## src/rtl/rf_write_arbiter_if.sv

```systemverilog
// Write-port bus between the four requesters and the register-file arbiter.
//   req  [3:0]     : request, requester k = req[k]
//   sel  [11:0]    : target register index, requester k uses sel[3k+2:3k]
//   din  [4*DW-1:0]: write data, requester k uses din[DW*k +: DW]
//   gnt  [3:0]     : one-hot grant
//   load [7:0]     : one-hot load enables to register-file entries 0..7
//   dout [DW-1:0]  : shared write data to the register file
//   busy           : high while a grant is active
// master = requester side, slave = arbiter side.
interface rf_write_arbiter_if #(
  parameter int unsigned DW = 16
);
  logic [3:0]      req;
  logic [11:0]     sel;
  logic [4*DW-1:0] din;
  logic [3:0]      gnt;
  logic [7:0]      load;
  logic [DW-1:0]   dout;
  logic            busy;

  modport master (output req, sel, din, input gnt, load, dout, busy);
  modport slave  (input req, sel, din, output gnt, load, dout, busy);
endinterface

```

## src/rtl/rf_write_arbiter.sv

```systemverilog
// Round-robin write-port arbiter for the shared 8-entry dfrl register file.
// Grants one of four requesters at a time, registers its one-hot load enable
// and write data, and bounds a held grant to MAX_HOLD cycles while others wait.
// Ports:
//   clk   : rising-edge clock
//   reset : synchronous, active-high reset
//   bus   : rf_write_arbiter_if.slave (req/sel/din in; gnt/load/dout/busy out)
module rf_write_arbiter #(
  parameter int unsigned DW       = 16,
  parameter int unsigned MAX_HOLD = 4
) (
  input logic               clk,
  input logic               reset,
  rf_write_arbiter_if.slave bus
);

  localparam int unsigned NREQ = 4;
  localparam int unsigned SW   = 3;
  localparam int unsigned NREG = 8;
  localparam int unsigned CW   = 4;

  typedef enum logic {IDLE, GRANT} state_t;

  state_t          state_q, state_d;
  logic [1:0]      owner_q, owner_d;
  logic [1:0]      ptr_q, ptr_d;
  logic [CW-1:0]   cnt_q, cnt_d;
  logic [NREQ-1:0] gnt_q, gnt_d;
  logic [NREG-1:0] load_q, load_d;
  logic [DW-1:0]   dout_q, dout_d;

  logic            grant_go;
  logic [1:0]      grant_who;
  logic [NREQ-1:0] others;
  logic [SW-1:0]   sel_w;
  logic [DW-1:0]   din_w;

  // First requester set in r, searching base, base+1, ... mod 4.
  function automatic logic [1:0] pick_winner(input logic [NREQ-1:0] r,
                                             input logic [1:0]      base);
    logic [1:0] w;
    logic [1:0] idx;
    logic       hit;
    w   = base;
    hit = 1'b0;
    for (int i = 0; i < int'(NREQ); i++) begin
      idx = base + 2'(i);
      if (!hit && r[idx]) begin
        w   = idx;
        hit = 1'b1;
      end
    end
    return w;
  endfunction

  // Next-state, pointer, hold counter and next registered outputs.
  always_comb begin
    state_d   = state_q;
    owner_d   = owner_q;
    ptr_d     = ptr_q;
    cnt_d     = cnt_q;
    gnt_d     = '0;
    load_d    = '0;
    dout_d    = '0;
    grant_go  = 1'b0;
    grant_who = owner_q;
    sel_w     = '0;
    din_w     = '0;
    others    = bus.req & ~(NREQ'(1) << owner_q);

    case (state_q)
      IDLE: begin
        if (|bus.req) begin
          grant_go  = 1'b1;
          grant_who = pick_winner(bus.req, ptr_q);
          cnt_d     = CW'(1);
        end
      end
      GRANT: begin
        if (!bus.req[owner_q] || (cnt_q == CW'(MAX_HOLD) && |others)) begin
          // Grant ends; hand over on the same edge if anyone else waits.
          ptr_d = owner_q + 2'd1;
          if (|others) begin
            grant_go  = 1'b1;
            grant_who = pick_winner(others, owner_q + 2'd1);
            cnt_d     = CW'(1);
          end
        end else begin
          grant_go  = 1'b1;
          grant_who = owner_q;
          if (cnt_q != CW'(MAX_HOLD)) cnt_d = cnt_q + CW'(1);
        end
      end
      default: ;
    endcase

    // Mux the winner's target index and data.
    for (int k = 0; k < int'(NREQ); k++) begin
      if (grant_who == 2'(k)) begin
        sel_w = bus.sel[SW*k +: SW];
        din_w = bus.din[DW*k +: DW];
      end
    end

    if (grant_go) begin
      state_d = GRANT;
      owner_d = grant_who;
      gnt_d   = NREQ'(1) << grant_who;
      load_d  = NREG'(1) << sel_w;
      dout_d  = din_w;
    end else begin
      state_d = IDLE;
      cnt_d   = '0;
    end
  end

  // State and output registers; reset wins over any grant in progress.
  always_ff @(posedge clk) begin
    if (reset) begin
      state_q <= IDLE;
      owner_q <= '0;
      ptr_q   <= '0;
      cnt_q   <= '0;
      gnt_q   <= '0;
      load_q  <= '0;
      dout_q  <= '0;
    end else begin
      state_q <= state_d;
      owner_q <= owner_d;
      ptr_q   <= ptr_d;
      cnt_q   <= cnt_d;
      gnt_q   <= gnt_d;
      load_q  <= load_d;
      dout_q  <= dout_d;
    end
  end

  assign bus.gnt  = gnt_q;
  assign bus.load = load_q;
  assign bus.dout = dout_q;
  assign bus.busy = (state_q == GRANT);

endmodule

```

## src/flat_wrapper.sv

```systemverilog
// flat-port wrapper written by rule: the top's interface ports become plain ports
module rf_write_arbiter_flat 
#(
  parameter int unsigned DW       = 16,
  parameter int unsigned MAX_HOLD = 4
)
  (clk, reset, bus_req, bus_sel, bus_din, bus_gnt, bus_load, bus_dout, bus_busy);
  rf_write_arbiter_if #(.DW(DW)) bus_i ();
  input logic clk;
  input logic reset;
  input wire logic [$bits(bus_i.req)-1:0] bus_req;
  input wire logic [$bits(bus_i.sel)-1:0] bus_sel;
  input wire logic [$bits(bus_i.din)-1:0] bus_din;
  output wire logic [$bits(bus_i.gnt)-1:0] bus_gnt;
  output wire logic [$bits(bus_i.load)-1:0] bus_load;
  output wire logic [$bits(bus_i.dout)-1:0] bus_dout;
  output wire logic [$bits(bus_i.busy)-1:0] bus_busy;
  assign bus_i.req = bus_req;
  assign bus_i.sel = bus_sel;
  assign bus_i.din = bus_din;
  assign bus_gnt = bus_i.gnt;
  assign bus_load = bus_i.load;
  assign bus_dout = bus_i.dout;
  assign bus_busy = bus_i.busy;
  rf_write_arbiter #(.DW(DW), .MAX_HOLD(MAX_HOLD)) u_core (.clk(clk), .reset(reset), .bus(bus_i));
endmodule
```

## config.mk

```make
export PLATFORM = sky130hd
export DESIGN_NAME = rf_write_arbiter_flat
export DESIGN_NICKNAME = d
export VERILOG_FILES = /design/src/rtl/rf_write_arbiter_if.sv /design/src/rtl/rf_write_arbiter.sv /design/src/flat_wrapper.sv
export SDC_FILE = /design/constraint.sdc
export NUM_CORES = 1
export LEC_CHECK = 0
export ABC_AREA = 1
export ABC_CLOCK_PERIOD_IN_PS = 5500
export BUFFER_PORTS_ARGS = -buffer_cell sky130_fd_sc_hd__buf_2
export CAP_MARGIN = 20
export CORE_MARGIN = 3
export CORE_UTILIZATION = 52
export DETAILED_ROUTE_END_ITERATION = 10
export HOLD_SLACK_MARGIN = 0.15
export PLACE_DENSITY = 0.86
export RECOVER_POWER = 25
export SLEW_MARGIN = 40
export SYNTH_ARGS = -nofsm -noshare
export SYNTH_HDL_FRONTEND = slang
export SYNTH_SLANG_ARGS = --single-unit
```

## constraint.sdc

```tcl
create_clock -name clk -period 5.5 [get_ports clk]
set_clock_uncertainty 0.15 [all_clocks]
set_input_delay 1.1 -clock clk [delete_from_list [all_inputs] [get_ports clk]]
set_output_delay 1.1 -clock clk [all_outputs]
set_load 0.005 [all_outputs]
```

After elaboration in Yosys (flattened, before gate mapping)

Cells that the tools add are included.

Register bits after elaboration: 37

Add/sub/neg operators: 8
Order comparisons: 9
Eq/ne operators: 8
Shifts and indexed selects: 3
Mux-type cells: 67
Bitwise operators: 4
Reductions and logical operators: 21

Operator list:

| cell                  | count |
|---|---|
| $mux W16              | 4 |
| $mux W1               | 34 |
| $lt A2 B3 Y1 const B  | 9 |
| $bmux W1 S2           | 9 |
| $mux W2               | 9 |
| $mux W4               | 4 |
| $mux W3               | 4 |
| $add A2 B2 Y2 const B | 4 |
| $pmux W4 S2           | 1 |
| $reduce_or A4 Y1      | 2 |
| $shl A1 B2 Y4 const A | 2 |
| $shl A1 B3 Y8 const A | 1 |
| $logic_and A1 B1 Y1   | 7 |
| $logic_not A1 Y1      | 7 |
| $add A2 B1 Y2 const B | 3 |
| $ne A3 B3 Y1 const B  | 2 |
| $add A4 B1 Y4 const B | 1 |
| $and A4 B4 Y4         | 1 |
| $eq A2 B2 Y1 const B  | 2 |
| $eq A4 B3 Y1 const B  | 1 |
| $ne A4 B3 Y1 const B  | 1 |
| $not A4 Y4            | 1 |
| $pmux W2 S2           | 1 |
| $reduce_and A3 Y1     | 1 |
| 8 further kinds       | 9 |

Depth between registers and ports, before layout

Depth after elaboration: 33
Gate-level depth with buffers: 23

Worst setup path before layout

No wires, ideal clock.

Kind: input to register
Start: input bus_req[0]
End: register u_core.dout_q[8], in the netlist u_core.bus.dout[8]
Library setup time: 112 ps
Arrival time: 2716 ps
Setup slack: 2522 ps
Cell stages on the path: 13
Buffers on the path: 3
Path through: buf_2 > nor4_1 > nor2_1 > nand3_1 > nand2_1 > nor2_4 > buf_6 > nand2_2 > buf_6 > nor2_1 > nor2_1 > nand2_1 > nand2_1

Longest elaborated chain between the ends: 30
Elaborated cells on any way between the ends: 81

RTL lines:

| item                          | RTL line                | text |
|---|---|---|
| start: declaration            | flat_wrapper.sv:11      | `input wire logic [$bits(bus_i.req)-1:0] bus_req;` |
| $and A4 B4 Y4                 | rf_write_arbiter.sv:69  | `others = bus.req & ~(NREQ'(1) << owner_q);` |
| $bmux W1 S2                   | rf_write_arbiter.sv:48  | `if (!hit && r[idx]) begin` |
| $mux W1 (implied by the code) | rf_write_arbiter.sv:48  |  |
| $mux W1                       | rf_write_arbiter.sv:48  |  |
| $mux W1                       | rf_write_arbiter.sv:83  | `if (\|others) begin` |
| $mux W1                       | rf_write_arbiter.sv:80  | `if (!bus.req[owner_q] \|\| (cnt_q == CW'(MAX_HOLD) && \|others)) begin` |
| $mux W1                       | rf_write_arbiter.sv:71  | `case (state_q)` |
| $logic_not A1 Y1              | rf_write_arbiter.sv:48  |  |
| (+11 left out)                | -                       |  |
| $logic_not A1 Y1              | rf_write_arbiter.sv:48  |  |
| $logic_and A1 B1 Y1           | rf_write_arbiter.sv:48  |  |
| $mux W2                       | rf_write_arbiter.sv:48  |  |
| $mux W2                       | rf_write_arbiter.sv:83  |  |
| $mux W2                       | rf_write_arbiter.sv:80  |  |
| $pmux W2 S2                   | rf_write_arbiter.sv:71  |  |
| $logic_not A2 Y1              | rf_write_arbiter.sv:99  | `if (grant_who == 2'(k)) begin` |
| $mux W16 (4 in series)        | rf_write_arbiter.sv:99  |  |
| end signal: assignment        | rf_write_arbiter.sv:134 | `dout_q <= dout_d;` |
| end: declaration              | rf_write_arbiter.sv:30  | `logic [DW-1:0] dout_q, dout_d;` |

Several ways; a longest one is shown, not always the timed one. The select of a mux whose other input is x is not followed.
A chain may end at the register's enable or synchronous reset.

Worst setup path in the final report

Start: register u_core.owner_q[0]
End: register u_core.dout_q[1], in the netlist u_core.bus.dout[1]

Longest elaborated chain between the ends: 32
Elaborated cells on any way between the ends: 59

RTL lines:

| item                                                   | RTL line                | text |
|---|---|---|
| start: declaration                                     | rf_write_arbiter.sv:25  | `logic [1:0] owner_q, owner_d;` |
| start signal: assignment                               | rf_write_arbiter.sv:129 | `owner_q <= owner_d;` |
| branches (longest 32 deep; another with $add A2 B1 Y2) | -                       |  |

Parallel ways; which one is timed is not known. The select of a mux whose other input is x is not followed.

==> run metrics <==
status complete, no violations; drt wl/cell 11.5 um; number of synthesized flops with an enable pin 0; post-synthesis sequential area ratio 0.286; FF/Latch Area 741 um^2; core area 4750 um^2; Largest stage delay, worst path 0.62 ns; Leakage 1.78 nW; gpl congestion 0.896; largest cells by area after synthesis dfxtp_1, nand2_1, nand3_1; Final Setup Violations 0; WP data required 5.55 ns; syn avg cell area 6.05 um^2; Ys Warns 0; Vias 3,000; row cnt 25; share of layout cells above drive strength 1 0.258; commonest cells after routing, fill and taps aside nand2_1, buf_2, nor2_1; Die Span Y 76.6 um; Antenna diodes 0; CP max FO 29; H-tree depth 2; Peak Freq 271 MHz; post-synth top area cell dfxtp_1; CTS Buf Count 5; gr usage total 0.226; Tcrit/Tclk final 0.670; Async SR Flop Fraction 0; Final #Nets 618; Routed WL 6900 um; syn nets 516; Die ar. 5860 um^2; Worst Tran Pin Value 0.709 ns; hpwl dp 5310 um; DRC 0; ys flop type dfxtp_1; cell area after synthesis 2590 um^2; fillers 442; max-slew violation count 0; fin crit period 3.68 ns; min-delay worst type register to register; most common cell after layout, fill and taps aside nand2_1; initial antenna violation count 0; WP data arrival 3.74 ns; drt initial violations 173; RSZ-0062 raised after global routing false; CTS clk-pin slew, worst paths 0.08 ns; Post-Syn Instances 428; Cell Count Post-Placement 590; fin area 3170 um^2; Yosys cell types 32; share of the synthesized area in the top cell type 0.286; WHS 0.329 ns; number of max-cap violations 0; crit path kind register to register; Placement Cell Area 3100 um^2; # clock sinks 37; Area Growth Syn to Fin 22.6%; Die Wd 76.6 um; total gr overflow 0; Final Hold Fails 0; vias in the first global route 2,619; crit-path cells inv_2, ha_1, inv_1, nand2_1, nand2_1, nand3_1, nand2_1, nor2_2, nor2_2, nand3_1, nand2_1, nor2_2, nor2_4, nand2_2, nor2_1, nor2_1, nand2_1, nand2_1; PD cells 625 nW/um^2; number of buffers and inverters on the critical path 2; largest net degree at the start of global routing 30; CTS root buffer clkbuf_8; Post-CTS Resized 0; Crit-path slowest cell dfxtp_1; crit-path most repeated cell nand2_1; Max-Slew Margin vs Limit 0.526; Port-buffer cells 110; CTS tree built; post-synthesis register bit count 37; Final ANT Viol Nets 0; hold_buf cts 0; Starting Density 0.544; Clock Latency Late Sink 0.29 ns; Max clock buf depth 2; drt first pass iters 4; I/O Pins 111; post-DR vias/cell 5.02; TNS Setup 0 ns; non-filler instance count after layout 598; IR drop worst, VDD 290 uV; Core Util, Final 0.668; setup repair bufs after CTS 0; multi-input logic area 1600 um^2; wire length of the first global-routing pass 10,900 um; delay-heaviest family, CP simple AND/OR/NAND/NOR gates; CP endpoint kind register; Worst setup SP type register
[power breakdown]
| part | internal (W) | switching (W) | total (W) |
|---|---|---|---|
| Clock | 0.0000879 | 0.0000993 | 0.000187 |
| Combinational | 0.000456 | 0.000921 | 0.00138 |
| Sequential | 0.000367 | 0.0000513 | 0.000418 |
| Total | 0.000911 | 0.00107 | 0.00198 |
[kinds of logic (layout without fill, tap and decap cells)]
| family | Yosys count | after routing | synth area share |
|---|---|---|---|
| buffers and inverters | 49 | 152 | 0.0967 |
| adders and majority gates | 6 | 6 | 0.0290 |
| and+or+nand+nor | 298 | 298 | 0.503 |
| DFF | 37 | 37 | 0.286 |
| AOI/OAI and AO/OA | 38 | 38 | 0.0851 |
[worst paths after layout]
kind                      from                  to  slack, ns  cells past startpoint
max          u_core.owner_q[0]  u_core.bus.dout[1]       1.82                     18
min            u_core.cnt_q[3]     u_core.cnt_q[3]       0.33                      2
max reg2reg  u_core.owner_q[0]  u_core.bus.dout[1]       1.82                     18
min reg2reg    u_core.cnt_q[3]     u_core.cnt_q[3]       0.33                      2
[layout make-up]
| type | instances | share of cell area |
|---|---|---|
| well taps | 67 | 0.0264 |
| clock buffers | 6 | 0.0229 |
| flip-flops and latches | 37 | 0.233 |
| multi-input cells | 342 | 0.503 |
| repair buffers | 110 | 0.171 |
| inverters | 34 | 0.0402 |
| clock inverters | 2 | 0.00315 |
[flip-flops by register name (all words and copies together), names as in the netlist]
register / cells
u_core.owner_q: 2
u_core.bus.gnt: 4
u_core.bus.load: 8
u_core.cnt_q: 4
u_core.ptr_q: 2
u_core.bus.busy: 1
u_core.bus.dout: 16
[Yosys cell counts (4+ instances only)]
master and count:
nand2_1 175, nor2_1 52, nand3_1 40, dfxtp_1 37, inv_1 29, o21ai_0 10
o21ai_1 10, nor2_2 8, buf_6 6, ha_1 6, a21oi_1 5, nand2_2 5
nand4_1 5, a211oi_1 4, buf_2 4, buf_4 4, inv_2 4
[tightest hold or removal path, stage by stage, from the launching register on]
cell     delay (ns)
dfxtp_1        0.30
inv_1          0.07
a21oi_1        0.06
[through the flow]
| stage | power (W) | setup WS (ns) |
|---|---|---|
| final | 0.00198 | 1.82 |
| after global routing | 0.00220 | 1.50 |
| after CTS | 0.00199 | 1.85 |
| after detailed placement | 0.00180 | 1.75 |
| after global placement | 0.00176 | 1.82 |
| after floorplan | 0.00157 | 2.52 |
[metal layers]
metal  GRT usage  up-vias  share of wire
met4      0.0978        0          0.015
met3      0.0544        8          0.061
li1            -     1556              -
met2       0.396       92           0.50
met5           0        -              0
met1       0.261     1344           0.42
Note: power is estimated with default switching activity, not from simulation.
